File: config.mk
export PLATFORM = sky130hd
export DESIGN_NAME = t_register_counter
export DESIGN_NICKNAME = d
export VERILOG_FILES = /design/src/rtl/t_register_counter.sv
export SDC_FILE = /design/constraint.sdc
export NUM_CORES = 1
export LEC_CHECK = 0
export ABC_AREA = 1
export CAP_MARGIN = 5
export CORE_MARGIN = 3
export CORE_UTILIZATION = 45
export CTS_BUF_LIST = sky130_fd_sc_hd__clkbuf_4
export DETAILED_ROUTE_END_ITERATION = 6
export HOLD_SLACK_MARGIN = 0.06
export PLACE_DENSITY_LB_ADDON = 0.05
export SETUP_SLACK_MARGIN = 0.15
export SLEW_MARGIN = 40
export SYNTH_ARGS = -nofsm -noshare
export SYNTH_HDL_FRONTEND = slang
export SYNTH_SLANG_ARGS = --single-unit
File: constraint.sdc
create_clock -name clk -period 3.9 [get_ports clk]
set_clock_uncertainty 0.05 [all_clocks]
set_input_delay 0.39 -clock clk [delete_from_list [all_inputs] [get_ports clk]]
set_output_delay 0.39 -clock clk [all_outputs]
set_load 0.01 [all_outputs]
File: src/rtl/t_register_counter.sv
// Multi-mode WIDTH-bit register built on T-flip-flop semantics: per-bit toggle,
// up/down count against a programmable terminal value (wrap or saturate), load and clear.
module t_register_counter #(
   parameter int unsigned          WIDTH    = 8,
   parameter logic [WIDTH-1:0]     MAX_VAL  = '1,
   parameter bit                   SATURATE = 1'b0
) (
   input  logic             clk,
   input  logic             rst,
   input  logic             en_i,
   input  logic [2:0]       mode_i,
   input  logic [WIDTH-1:0] t_mask_i,
   input  logic [WIDTH-1:0] load_val_i,
   output logic [WIDTH-1:0] q_o,
   output logic             at_max_o,
   output logic             at_zero_o,
   output logic             wrap_o
);

   typedef enum logic [2:0] {
      ModeHold   = 3'b000,
      ModeToggle = 3'b001,
      ModeUp     = 3'b010,
      ModeDown   = 3'b011,
      ModeLoad   = 3'b100,
      ModeClear  = 3'b101
   } mode_e;

   logic [WIDTH-1:0] q_q, q_d;
   logic             wrap_q, wrap_d;

   always_comb begin
      q_d    = q_q;
      wrap_d = 1'b0;
      if (en_i) begin
         case (mode_i)
            ModeHold:   q_d = q_q;
            ModeToggle: q_d = q_q ^ t_mask_i;
            // q can sit above MAX_VAL after a toggle; treat that as terminal too.
            ModeUp: begin
               if (q_q < MAX_VAL) begin
                  q_d = q_q + 1'b1;
               end else if (SATURATE) begin
                  q_d = MAX_VAL;
               end else begin
                  q_d    = '0;
                  wrap_d = 1'b1;
               end
            end
            ModeDown: begin
               if (q_q != '0) begin
                  q_d = q_q - 1'b1;
               end else if (SATURATE) begin
                  q_d = '0;
               end else begin
                  q_d    = MAX_VAL;
                  wrap_d = 1'b1;
               end
            end
            ModeLoad:  q_d = (load_val_i > MAX_VAL) ? MAX_VAL : load_val_i;
            ModeClear: q_d = '0;
            default:   q_d = q_q;
         endcase
      end
   end

   always_ff @(posedge clk) begin
      if (rst) begin
         q_q    <= '0;
         wrap_q <= 1'b0;
      end else begin
         q_q    <= q_d;
         wrap_q <= wrap_d;
      end
   end

   assign q_o       = q_q;
   assign wrap_o    = wrap_q;
   assign at_max_o  = (q_q >= MAX_VAL);
   assign at_zero_o = (q_q == '0);

endmodule
==> metrics.cfg, run 1 <==
[status]
status = completed

[critical_path]
timing.critical_path.to_type = output port
critPathMaxFanout = 7
setup.worst_path.start_class = flip-flop
startpoint = q_o[1]
crit-reg2reg-launch = q_o[1]
rrSetupSlack_ns = 2.25
worstPathArrival_ns = 1.97
crit_end = at_max_o
worst-endpoint-required_ns = 3.46
crit_type = flip-flop to output port
reg2reg_depth = 10
reg2reg_to = q_o[6]

[route]
vias_per_cell = 5.029
via_count = 1232
wl_per_cell_um = 12.07
ant_nets = 0
routed_wl_um = 2958
first_pass_iters = 4
drt_iter0_drc = 42
drc = 0

[cells_and_area]
multi_input_area_um2 = 784.5
layout.cells.non_filler = 245
area_growth_pct = 29.66
most-common-layout-cells = nand2_1 (53), clkdlybuf4s50_1 (32), nor2_1 (20)
final_common_cell = nand2_1
fin_area_mm2 = 0.001444
nFillCells = 234
drive_above_1_share = 0.1751
layout.nets = 243
final_core_util = 0.6344
diodes = 0
seq_area_um2 = 180.2

[synth]
synth_seq_area_share = 0.1618
ys_types = 25
yosysTopAreaCell = nand2_1
syn_avg_cell_area_um2 = 5.892
yosys-top-cells-area = nand2_1 (18%), dfxtp_1 (16%), nor2_1 (6.7%)
syn-cell-area_mm2 = 0.001114
yosysWarnings = 0
syn-num-nets = 214
synth_seq_cells = 9
synthCells = 189
yosys.area.top_type_share = 0.1787

[placement]
dp.cells = 241
postPlaceCellArea_mm2 = 0.001414
hpwl_um = 2273
gp_congestion = 0.8722
place_ws_ns = 1.761
io_buffers = 32

[power_and_ir_drop]
p_switching_uw = 142.0
internal_power_uw = 221.6
power_density_mw_per_mm2 = 251.8
seqPwrFrac = 0.317
ir_drop_mv = 0.1496
pwr-share-comb = 0.447
pwr-share-clk = 0.236
power_leakage_uw = 0.0006138
switching_share = 0.3905

[flow_run]
cap_violations = 0

[clocking]
cts_buffers = 3
path_clk_slew_ns = 0.08
cts_tree = done
cts_hold_buf = 0
cts_resized = 0
cts-htree-levels = 1
cts.sinks = 9
post_cts_buffers = 0
clkLatencyLatePin_ns = 0.27
clockBufferDepth = 2
cts_root_buf = clkbuf_4

[die]
die_height_um = 55.75
num_rows = 17
die_area_mm2 = 0.003108
core_area_mm2 = 0.002276
die_x_um = 55.75
initial_utilization = 0.4893
ios = 33

[timing]
drv_slew = 0
hold_viol_final = 0
slew_headroom = 0.6598
finalSetupViolCount = 0
post-route-min-period_ns = 2.409
setup_tns_ns = 0
worst_pin_slew_ns = 0.5097
rsz0062_at_grt = no
layout_setup_ws_ns = 1.491
post-route-period-util = 0.6177
fmaxAchievable_mhz = 415.1

[grt]
antenna_found_initial = 0
first_global_vias = 1081
grt_max_degree = 14
overflow = 0
grt_usage = 0.1987
grt_pass1_wl_um = 4912

[hold_path]
whs_path_depth = 2
hold_path.class = flip-flop to flip-flop

==> stage by stage <==
step	total power [uW]	hold WS, ns
3_3_place_gp	276.7	0.5134
2_1_floorplan	221.8	0.4091
3_5_place_dp	279.4	0.5394
6_report	363.6	0.5570
5_1_grt	392.6	0.6031
4_1_cts	368.2	0.5545
==> Yosys cell counts, drive strengths merged <==
cell type	count
ha	3
nand3	13
buf	8
nor2	29
xnor2	7
nand2	59
nand4	3
o21ai	7
a211oi	1
o211ai	1
a21boi	1
dfxtp	9
xor2	4
a22oi	1
a21oi	18
inv	25
==> registers in the layout, indices dropped and copies added, names as in the netlist <==
register	count
q_o	8
wrap_o	1
==> per-layer routing <==
metal  vias to the layer above  global-route usage  share of wire
met5                         -                   0              0
met4                         0             0.08681          0.013
met3                         4             0.03016          0.043
met2                        28              0.3091           0.46
met1                       552              0.2692           0.48
li1                        648                   -              -
==> power by group through the flow <==
stage	clock (uW)	sequential, uW	combinational [uW]
2_1_floorplan	0	108	114
3_3_place_gp	0	116	160
3_5_place_dp	0	117	162
4_1_cts	89.9	115	164
5_1_grt	94.3	117	181
6_report	85.8	115	163
==> area by class of cell <==
class,count,share of cell area
Clock buffer,4,0.02080
Inverter,25,0.06499
Multi-Input combinational cell,147,0.5433
Sequential cell,9,0.1248
Tap cell,28,0.02426
Timing Repair Buffer,32,0.2218
==> worst min-delay path by stage <==
stage / from / endpoint / slack, ns
floorplan: rst / q_o[0] / 0.41
global placement: q_o[0] / q_o[0] / 0.51
detailed placement: q_o[7] / q_o[7] / 0.54
CTS: q_o[7] / q_o[7] / 0.55
global route: q_o[3] / q_o[3] / 0.60
finish: q_o[0] / q_o[0] / 0.56
==> critical path, stage by stage (launching register included) <==
cell,delay (ns)
dfxtp_1,0.48
ha_1,0.23
inv_1,0.06
nor2_1,0.16
nand2_1,0.12
inv_2,0.10
clkdlybuf4s50_1,0.54
==> cell families after synthesis <==
kind of cell / after synthesis / synth area share
adder cells (fa/ha/maj): 3 / 0.03371
AND/OR/NAND/NOR: 104 / 0.4236
flip-flops: 9 / 0.1618
AO/OA/AOI/OAI: 29 / 0.1607
XOR/XNOR: 11 / 0.08651
buffers and inverters: 33 / 0.1337
No activity file was read; power rests on OpenSTA's default activity.
==> run 2, diff against run 1 <==
==> constraint.sdc (replaced) <==
create_clock -name clk -period 2.4 [get_ports clk]
set_clock_uncertainty 0.05 [all_clocks]
set_input_delay 0.24 -clock clk [delete_from_list [all_inputs] [get_ports clk]]
set_output_delay 0.24 -clock clk [all_outputs]
set_load 0.01 [all_outputs]
==> run 2 against run 1 <==
Effect of this change: setup slack lost 1.2 ns; cell count is the same; global-route usage is the same; first-iteration DRC count grew 4.8%.
==> metrics.cfg, run 2 (synthesized netlist as in run 1, its figures left out) <==
[status]
status = completed

[critical_path]
setup.worst_path.start_class = flip-flop
critical_path.slowest_cell = clkdlybuf4s50_1
critical_path.top_delay_family = buffers and inverters
reg2reg_to = q_o[4]
rrSetupSlack_ns = 0.86
critPathMaxFanout = 7
crit_type = flip-flop to output port
critPathMaxStageDelay_ns = 0.54
timing.critical_path.to_type = output port
cp_num_buf_inv = 3
crit_path_cell_trace = ha_1 > inv_1 > nor2_1 > nand2_1 > inv_2 > clkdlybuf4s50_1
worstPathArrival_ns = 1.83
reg2reg_depth = 10
crit-reg2reg-launch = q_o[1]
worst-endpoint-required_ns = 2.11

[grt]
use_met3 = 0.03016
grtUsageMet2 = 0.3091
met1_usage = 0.2692
grt_max_degree = 14
overflow = 0
grt_usage = 0.1987
antenna_found_initial = 0
first_global_vias = 1081
grt_pass1_wl_um = 4912
grt_busiest_layer = met2

[die]
num_rows = 17
die_x_um = 55.75
core_area_mm2 = 0.002276
ios = 33
die_area_mm2 = 0.003108
initial_utilization = 0.4893
die_height_um = 55.75

[power_and_ir_drop]
total_power_uw = 589.7
power_density_mw_per_mm2 = 405.9
power_leakage_uw = 0.0006156
ir_drop_mv = 0.2440

[route]
via_count = 1238
routed_wl_um = 2935
drc = 0
first_pass_iters = 4
ant_nets = 0
wl_per_cell_um = 11.98
vias_per_cell = 5.053
drt_iter0_drc = 44

[hold_path]
hp-start = q_o[0]
hold_path.class = flip-flop to flip-flop
hold_end = q_o[0]
whs_path_depth = 2

[clocking]
clkLatencyLatePin_ns = 0.27
cts_buffers = 3
cts_tree = done
cts_root_buf = clkbuf_4
cts.sinks = 9
clockBufferDepth = 2
cts_hold_buf = 0
cts-htree-levels = 1
path_clk_slew_ns = 0.07

[timing]
hold_ws_ns = 0.4970
rsz0062_at_grt = no
finalSetupViolCount = 0
post-route-period-util = 0.8836
post-route-min-period_ns = 2.121
setup_tns_ns = 0
worst_pin_slew_ns = 0.5022
hold_viol_final = 0
slew_headroom = 0.6648
drv_slew = 0
fmaxAchievable_mhz = 471.6

[cells_and_area]
diodes = 0
final_common_cell = nand2_1
drive_above_1_share = 0.1889
layout.nets = 243
most-common-layout-cells = nand2_1 (53), clkdlybuf4s50_1 (32), nor2_1 (20)
area_growth_pct = 30.45
largest_register_ffs = 8
layout.cells.non_filler = 245

[placement]
hpwl_um = 2273
gp_congestion = 0.8722
dp.cells = 241
io_buffers = 32

[flow_run]
cap_violations = 0

[run 2: worst max path at each step]
stage / startpoint / endpoint / slack, ns / cells after the start
after detailed placement: mode_i[1] / q_o[7] / 0.41 / 9
final: q_o[0] / at_max_o / 0.28 / 6
after global placement: q_o[1] / at_max_o / 0.47 / 6
after global routing: q_o[0] / at_max_o / 0.17 / 6
after floorplan: q_o[0] / q_o[5] / 0.93 / 10
after CTS: q_o[0] / at_max_o / 0.23 / 6
[run 2: per-layer routing]
metal  vias up  routed length, um  share of wire
li1        650                  -              -
met1       552               1385           0.47
met2        32               1381           0.47
met3         4                139          0.047
met4         0                 29         0.0099
met5         -                  0              0
[run 2: cell type report]
cell class / instances / area (um^2)
clock buffers: 4 / 30.03
fillers: 237 / 823.3
inverters: 25 / 93.84
multi-input cells: 147 / 784.5
flip-flops and latches: 9 / 188.9
well taps: 28 / 35.03
repair buffers: 32 / 320.3
[run 2: stage by stage]
step / utilization / worst slack (ns) / area (um^2)
floorplan: - / 0.9313 / 1114
global placement: 0.6212 / 0.4707 / 1414
CTS: 0.6355 / 0.2334 / 1446
detailed placement: 0.6212 / 0.4110 / 1414
global route: 0.6383 / 0.1680 / 1453
finish: 0.6383 / 0.2794 / 1453
[run 2: power by group]
part / total, uW / internal (uW) / switching (uW) / leakage [uW]
Sequential: 187 / 160 / 27.3 / 0.0000755
Combinational: 264 / 125 / 139 / 0.000522
Clock: 139 / 75.7 / 63.4 / 0.0000184
Total: 590 / 360 / 229 / 0.000616
[run 2: what timing repair did]
item                       4_1_cts  5_1_grt
setup endpoints to repair        1        1
cloned                           0        0
resized for setup                2        3
buffers inserted                 0        0
[run 2: worst min-delay path, cell delays in order (launching register included)]
cell and delay (ns):
dfxtp_4 0.38, nand2_1 0.07, a21oi_1 0.06
==> run 3, diff against run 2 <==
==> constraint.sdc (replaced) <==
create_clock -name clk -period 2.4 [get_ports clk]
set_clock_uncertainty 0.05 [all_clocks]
set_input_delay 0.24 -clock clk [delete_from_list [all_inputs] [get_ports clk]]
set_output_delay 0.24 -clock clk [all_outputs]
set_load 0.02 [all_outputs]
==> run 3 against run 2 <==
Effect of this change: global-route usage decreased by 0.54 points; combinational power rose by 5%; non-clock buffer count unchanged; core utilization is 0.11 points lower; final area is 0.17% lower; clock-buffer cell count unchanged; largest cell class unchanged; critical path depth shrank 1; sequential power is essentially flat; maximum frequency is 2.4% lower; die area did not move; setup slack lost 0.051 ns; total power grew 1.6%.
==> metrics.cfg, run 3 (synthesized netlist as in run 1, its figures left out) <==
[cells_and_area]
final_core_util = 0.6372
largest_register_ffs = 8
layout.nets = 243
area_growth_pct = 30.22
final_common_cell = nand2_1
nFillCells = 213
multi_input_area_um2 = 784.5
seq_area_um2 = 183.9
diodes = 0
most-common-layout-cells = nand2_1 (53), clkdlybuf4s50_1 (31), nor2_1 (20)
drive_above_1_share = 0.1889

[timing]
layout_setup_ws_ns = 0.2281
post-route-min-period_ns = 2.172
slew_headroom = 0.6676
fmaxAchievable_mhz = 460.4
drv_slew = 0
post-route-period-util = 0.9050
finalSetupViolCount = 0
rsz0062_at_grt = no
hold_viol_final = 0
worst_pin_slew_ns = 0.4980
setup_tns_ns = 0

[die]
die_x_um = 55.75
ios = 33
core_area_mm2 = 0.002276
die_area_mm2 = 0.003108
die_height_um = 55.75
num_rows = 17
initial_utilization = 0.4893

[critical_path]
crit_type = flip-flop to output port
timing.critical_path.to_type = output port
reg2reg_to = q_o[4]
worst-endpoint-required_ns = 2.11
reg2reg_depth = 10
worstPathArrival_ns = 1.88
startpoint = q_o[1]
crit-reg2reg-launch = q_o[1]
critPathMaxFanout = 7
setup.worst_path.start_class = flip-flop
rrSetupSlack_ns = 0.82

[power_and_ir_drop]
p_switching_uw = 237.9
internal_power_uw = 361.3
seqPwrFrac = 0.313
pwr-share-clk = 0.226
power_leakage_uw = 0.0006337
switching_share = 0.3970
ir_drop_mv = 0.3483
pwr-share-comb = 0.461
power_density_mw_per_mm2 = 413.2

[placement]
io_buffers = 32
place_ws_ns = 0.4156
gp_congestion = 0.8621
hpwl_um = 2219

[route]
first_pass_iters = 4
routed_wl_um = 2953
drc = 0
wl_per_cell_um = 12.05
drt_iter0_drc = 33
vias_per_cell = 5.053
via_count = 1238
ant_nets = 0

[clocking]
cts_hold_buf = 0
post_cts_buffers = 0
cts_buffers = 3
cts.sinks = 9
clkLatencyLatePin_ns = 0.27
path_clk_slew_ns = 0.07
clockBufferDepth = 2
cts_resized = 2
cts-htree-levels = 1
cts_tree = done
cts_root_buf = clkbuf_4

[status]
status = completed

[grt]
antenna_found_initial = 0
grtUsageMet2 = 0.3007
grt_busiest_layer = met2
met1_usage = 0.2702
first_global_vias = 1088
overflow = 0
use_met3 = 0.03016
grt_usage = 0.1933
grt_max_degree = 14
grt_pass1_wl_um = 4899

[hold_path]
hp-start = q_o[0]
hold_end = q_o[0]
whs_path_depth = 2
hold_path.class = flip-flop to flip-flop

[flow_run]
cap_violations = 0

==> run 3: worst max-delay path by stage <==
| stage | end | slack [ns] | cells past startpoint |
|---|---|---|---|
| 3_3_place_gp | at_max_o | 0.49 | 6 |
| 2_1_floorplan | q_o[5] | 0.81 | 10 |
| 6_report | at_zero_o | 0.23 | 5 |
| 4_1_cts | at_max_o | 0.22 | 6 |
| 5_1_grt | at_zero_o | 0.16 | 5 |
| 3_5_place_dp | at_max_o | 0.42 | 6 |
==> run 3: per-layer routing <==
metal / wire, um / up-vias
li1: - / 646
met1: 1404 / 542
met2: 1315 / 43
met3: 184 / 7
met4: 49 / 0
met5: 0 / -
==> run 3: per-stage QoR <==
| step | power, uW | hold slack [ns] | cells | instance area [um^2] |
|---|---|---|---|---|
| floorplan | 371.4 | 0.2591 | 189 | 1114 |
| global placement | 460.0 | 0.5069 | 241 | 1414 |
| detailed placement | 463.5 | 0.5268 | 241 | 1414 |
| CTS | 602.3 | 0.4908 | 245 | 1446 |
| global route | 636.6 | 0.5212 | 245 | 1450 |
| finish | 599.2 | 0.4794 | 245 | 1450 |
==> run 3: power by group through the flow <==
| stage | Clock (uW) | Combinational, uW | Sequential (uW) |
|---|---|---|---|
| 2_1_floorplan | 0 | 188 | 184 |
| 3_3_place_gp | 0 | 271 | 189 |
| 3_5_place_dp | 0 | 274 | 190 |
| 4_1_cts | 139 | 276 | 187 |
| 5_1_grt | 140 | 306 | 190 |
| 6_report | 135 | 276 | 188 |
==> run 3: layout make-up <==
cell class              instances  area share
repair buffers                 32      0.2226
inverters                      25     0.06471
well taps                      28     0.02416
multi-input cells             147      0.5410
clock buffers                   4     0.02071
flip-flops and latches          9      0.1268
==> run 3: worst max-delay path, cell delays in order, from the launching register on <==
cell	delay, ns
dfxtp_2	0.36
inv_1	0.11
ha_1	0.20
nand2_1	0.10
nor2_4	0.20
clkdlybuf4s50_1	0.64
